### config.mk
export PLATFORM = sky130hd
export DESIGN_NAME = decode_skid_stage
export DESIGN_NICKNAME = d
export VERILOG_FILES = /design/src/rtl/decode_skid_stage.sv
export SDC_FILE = /design/constraint.sdc
export NUM_CORES = 1
export LEC_CHECK = 0
export ABC_AREA = 0
export ABC_CLOCK_PERIOD_IN_PS = 1700
export BUFFER_PORTS_ARGS = -buffer_cell sky130_fd_sc_hd__buf_2
export CAP_MARGIN = 30
export CELL_PAD_IN_SITES_DETAIL_PLACEMENT = 0
export CELL_PAD_IN_SITES_GLOBAL_PLACEMENT = 1
export CORE_ASPECT_RATIO = 1.1
export CORE_MARGIN = 1.5
export CORE_UTILIZATION = 37
export CTS_CLUSTER_DIAMETER = 60
export DETAILED_ROUTE_END_ITERATION = 12
export PLACE_DENSITY = 0.87
export SYNTH_ARGS = -nofsm -noshare
export SYNTH_HDL_FRONTEND = slang
export SYNTH_SLANG_ARGS = --single-unit
### constraint.sdc
create_clock -name clk -period 1.7 [get_ports clk]
set_input_delay 0 -clock clk [delete_from_list [all_inputs] [get_ports clk]]
set_output_delay 0 -clock clk [all_outputs]
set_load 0.01 [all_outputs]
### src/rtl/decode_skid_stage.sv
// ---------------------------------------------------------------------------
// decode_skid_stage
//
// Decode-side pipeline register with a one-entry skid buffer. Each accepted
// fetch beat is pre-decoded (immediate type code and illegal flag) at capture
// time, so the outputs come straight from the main register with no decode
// logic on the output path.
//
// The occupancy is EMPTY, ONE (main valid) or FULL (main and skid valid).
// readyF depends only on the registered occupancy. Because of that, it never
// has a combinational path from readyE or validF.
//
// Ports
//   clk        clock; every state update happens on the rising edge
//   rst        synchronous, active-high reset
//   instrF     fetched instruction word
//   pcF        PC of instrF
//   validF     instrF/pcF valid this cycle
//   readyF     stage can accept a beat this cycle
//   flushD     discard all held and incoming beats (branch redirect)
//   readyE     downstream accepts the current output beat
//   validD     output beat valid
//   immSrcD    instrD[31:7], raw immediate field for the extender
//   immCntrlD  immediate type code for the extender
//   rs1D       instrD[19:15]
//   rs2D       instrD[24:20]
//   rdD        instrD[11:7]
//   pcD        PC of the output beat
//   illegalD   output beat has an unrecognised opcode
// ---------------------------------------------------------------------------
module decode_skid_stage #(
   parameter logic [31:0] NOP_INSTR = 32'h00000013
) (
   input  logic        clk,
   input  logic        rst,
   input  logic [31:0] instrF,
   input  logic [31:0] pcF,
   input  logic        validF,
   output logic        readyF,
   input  logic        flushD,
   input  logic        readyE,
   output logic        validD,
   output logic [24:0] immSrcD,
   output logic [2:0]  immCntrlD,
   output logic [4:0]  rs1D,
   output logic [4:0]  rs2D,
   output logic [4:0]  rdD,
   output logic [31:0] pcD,
   output logic        illegalD
);

   typedef enum logic [1:0] {
      EMPTY = 2'd0,
      ONE   = 2'd1,
      FULL  = 2'd2
   } state_t;

   // The opcode is fully consumed by the capture-time decode. Only
   // instr[31:7] is needed afterwards, so only those bits are stored.
   typedef struct packed {
      logic [24:0] instr_hi;
      logic [31:0] pc;
      logic [2:0]  imm_cntrl;
      logic        illegal;
   } beat_t;

   localparam beat_t NOP_BEAT = {NOP_INSTR[31:7], 32'h0, 3'b010, 1'b0};

   function automatic beat_t decode_beat(input logic [31:0] instr,
                                         input logic [31:0] pc);
      beat_t b;
      b.instr_hi  = instr[31:7];
      b.pc        = pc;
      b.imm_cntrl = 3'b000;
      b.illegal   = 1'b0;
      // Matching all 7 opcode bits also rejects instr[1:0] != 2'b11.
      case (instr[6:0])
         7'b0010011: begin
            // Shift-immediates use the shamt form; other OP-IMM use I-type.
            if (instr[14:12] == 3'b001 || instr[14:12] == 3'b101)
               b.imm_cntrl = 3'b001;
            else
               b.imm_cntrl = 3'b010;
         end
         7'b0000011, 7'b1100111: b.imm_cntrl = 3'b010;
         7'b0100011:             b.imm_cntrl = 3'b011;
         7'b1100011:             b.imm_cntrl = 3'b100;
         7'b0110111, 7'b0010111: b.imm_cntrl = 3'b101;
         7'b1101111:             b.imm_cntrl = 3'b110;
         7'b0110011:             b.imm_cntrl = 3'b000;
         default:                b.illegal   = 1'b1;
      endcase
      return b;
   endfunction

   state_t state_q;
   beat_t  main_q;
   beat_t  skid_q;
   beat_t  in_beat_d;
   logic   in_fire;
   logic   out_fire;

   assign in_beat_d = decode_beat(instrF, pcF);

   assign readyF   = (state_q != FULL);
   assign validD   = (state_q != EMPTY);
   assign in_fire  = validF & readyF;
   assign out_fire = validD & readyE;

   always_ff @(posedge clk) begin
      // Reset and flush have the same effect, and both override any
      // handshake that happens in the same cycle.
      if (rst || flushD) begin
         state_q <= EMPTY;
         main_q  <= NOP_BEAT;
         skid_q  <= NOP_BEAT;
      end else begin
         case (state_q)
            EMPTY: begin
               if (in_fire) begin
                  main_q  <= in_beat_d;
                  state_q <= ONE;
               end
            end
            ONE: begin
               case ({in_fire, out_fire})
                  2'b11: main_q <= in_beat_d;
                  2'b10: begin
                     // Downstream stalled: park the new beat behind main.
                     skid_q  <= in_beat_d;
                     state_q <= FULL;
                  end
                  2'b01: state_q <= EMPTY;
                  default: ;
               endcase
            end
            FULL: begin
               // readyF is low here, so the input is never accepted.
               if (out_fire) begin
                  main_q  <= skid_q;
                  state_q <= ONE;
               end
            end
            default: state_q <= EMPTY;
         endcase
      end
   end

   assign immSrcD   = main_q.instr_hi;
   assign immCntrlD = main_q.imm_cntrl;
   assign rs1D      = main_q.instr_hi[12:8];   // instr[19:15]
   assign rs2D      = main_q.instr_hi[17:13];  // instr[24:20]
   assign rdD       = main_q.instr_hi[4:0];    // instr[11:7]
   assign pcD       = main_q.pc;
   assign illegalD  = main_q.illegal;

endmodule
==> run metrics <==
floorplan core area 13400 sq um; number of antenna violations at the first check in global routing 0; HPWL after DPL 8.67 mm; netlist area before placement 5140 sq um; top area cells in the synthesized netlist dfxtp_1 (48%), nand2_1 (17%), a311oi_1 (8.0%); minimum clock period after layout roughly 1.6 ns; critical path data arrival time ~2.0 ns; run status finished, final reports clean; vias between 5000 and 6000; Max Root-Sink Buffers 2; sum of met3 wire segment lengths after detailed routing ~920 microns; final weighted congestion in routability-driven placement approximately 0.77; number of global-route vias before repair 4737; worst setup slack after placement between 0.05 and 0.06 ns; Initial Utilization about two fifths; pwr/cell area between 1000 and 1500 nW/um^2; worst setup path startpoint state_q[0]; average size of a mapped cell slightly below 8 sq um; final cycle utilization of the critical path a little over nine tenths; Clk Latency, worst-skew pair about 0.41 ns; die area approximately 15000 sq um; cts bufs inserted 17; CTS Root Buffer Type clkbuf_16; Worst IR Drop VDD between 500 and 600 uV; register bit total from synthesis roughly 120; # rows 44; Synth warnings 0; maximum fanout count along the critical path 24; pin count of the biggest net entering global routing 69; kind of start point of the critical path register; library cell occupying the most area in the post-synthesis netlist dfxtp_1; count of max-cap constraint violations 0; worst-case hold path end point state_q[0]; hold violation total from the final report 0; Hold Worst Slack a little under 0.01 ns; top layer in use met4; die extent in x between 100 and 150 microns; number of distinct library cells after synthesis 33; required time of the critical path 2.02 ns; Port Buffers around 150; Post-synth top flop dfxtp_1; Synth top area share between 40% and 50%; Clock H-tree levels 4; Worst Setup Slack, final a little over 0.07 ns; tightest slew margin relative to the limit between 60 and 70%; highest-count cells in the layout ignoring fill and taps nand2_1 (233), buf_2 (146), dfxtp_1 (123); count of nets after finishing 900; 1st-pass router iterations 5; Routed WL per cell approximately 14 microns; gate count of the mapped netlist 652; mean number of vias per cell 5.07; Initial DRC Count 420; Critical Path Sink Type register; R2R Path Start state_q[0]; clock input transition at the sequential cells of the worst setup and hold paths ~0.06 ns; most common cell after layout, fill and taps aside nand2_1; die boundary height 127 microns; total routed wire length on the met1 layer 6.50 mm; Layout area overhead 41.6%; Reg-to-Reg End pcD[13]; number of pins with negative max-slew slack in the final report 0; Async S/R FF share, synth 0%; count of flip-flops with a built-in enable after synthesis 0; TNS Setup 0 ns; Leak Pwr just over 3 nW; Routed Antenna Nets 0; met2 routed wirelength between 6 and 7 mm; DRC Markers 0; number of stages on the worst hold path 4; FF-to-FF path depth 6; Setup violations, final 0; hold path startpoint rst; worst-margin pin slew slightly below 0.6 ns; CTS tree yes; number of sinks handled by clock tree synthesis between 100 and 150; ANT cells 0; class of the worst hold path in2reg; fraction of final layout cells with drive strength greater than 1 ~26%; worst clock skew a little over 0.009 ns; post-detailed-routing wire length between 10 and 15 mm; total nets after synthesis 721; sequential cell area fraction in the yosys report about half; overall overflow remaining after global route 0; Peak Freq 614 MHz; Top-Level Pins between 100 and 150; first-pass GRT wire length around 22 mm; overall fraction of global-route tracks in use 19.3%; worst setup path category reg2reg; setup slack on the worst flop-to-flop path about 0.07 ns
[routing by layer]
| layer | global-route usage, % | vias to the layer above |
|---|---|---|
| met4 | 8.06 | 0 |
| met1 | 23.2 | 2437 |
| li1 | - | 2549 |
| met2 | 31.6 | 201 |
| met3 | 6.21 | 21 |
| met5 | 0 | - |
[how the worst max path moves through the flow]
stage	slack, ns	cells past startpoint	endpoint
after floorplan	0.34	5	immSrcD[3]
after global placement	0.16	5	immSrcD[2]
after detailed placement	0.05	5	immSrcD[24]
after CTS	0.03	5	immSrcD[2]
after global routing	-0.008	6	pcD[29]
final	0.07	6	pcD[13]
[state kept, by name, summed over array words and instances (netlist names)]
| name | cells |
|---|---|
| skid_q | 61 |
| state_q | 2 |
| immCntrlD | 3 |
| illegalD | 1 |
| immSrcD | 25 |
| pcD | 32 |
[cell usage after synthesis (all sizes together) (3+ instances only)]
master,number
nand2,233
dfxtp,124
nor2,66
a21oi,62
a311oi,57
buf,45
clkbuf,21
o21ai,8
nor2b,5
inv,3
nand2b,3
nand3,3
[power by group]
| part | total (mW) | switching (mW) | internal, mW |
|---|---|---|---|
| clock network | 3.50 | 1.26 | 2.23 |
| registers | 3.03 | 0.0450 | 2.99 |
| logic | 0.772 | 0.407 | 0.365 |
[kinds of logic (layout without fill, tap and decap cells)]
family                 Yosys count  in the layout  share of synthesized area (%)
buffers and inverters           69            261                           7.21
AO/OA/AOI/OAI                  137            137                           19.5
AND/OR/NAND/NOR                320            320                           24.6
multiplexers                     1              1                          0.195
flip-flops                     124            124                           48.3
XOR/XNOR                         1              1                          0.170
[critical path: stages, from the launching register on]
cell,delay [ns]
dfxtp_2,0.43
nand3b_1,0.27
o21ai_4,0.11
buf_12,0.14
buf_4,0.13
clkbuf_16,0.19
a311oi_1,0.25
[timing repair]
item / CTS / global route
hold endpoints to repair: 117 / 0
endpoints found under the setup margin: 0 / 34
hold buffers: 60 / 0
resized for setup: 0 / 2
buffers inserted: 0 / 3
[final cells by class]
class                           count  area (sq um)
Clock buffer                       26           519
Multi-Input combinational cell    459          2330
Timing Repair Buffer              226          1650
Clock inverter                      6          57.6
Inverter                            3          11.3
Tap cell                          184           230
Fill cell                        1237          6100
Sequential cell                   124          2480
[stage by stage]
step | utilization [%] | cell area (sq um) | power, mW | cells
5_1_grt | 54.4 | 7280 | 7.59 | 1028
3_5_place_dp | 44.8 | 5990 | 3.70 | 930
2_1_floorplan | - | 5140 | 3.44 | 652
6_report | 54.4 | 7280 | 7.30 | 1028
4_1_cts | 53.6 | 7170 | 7.32 | 1022
3_3_place_gp | 44.8 | 5990 | 3.68 | 930
(Power assumes the default switching activity.)
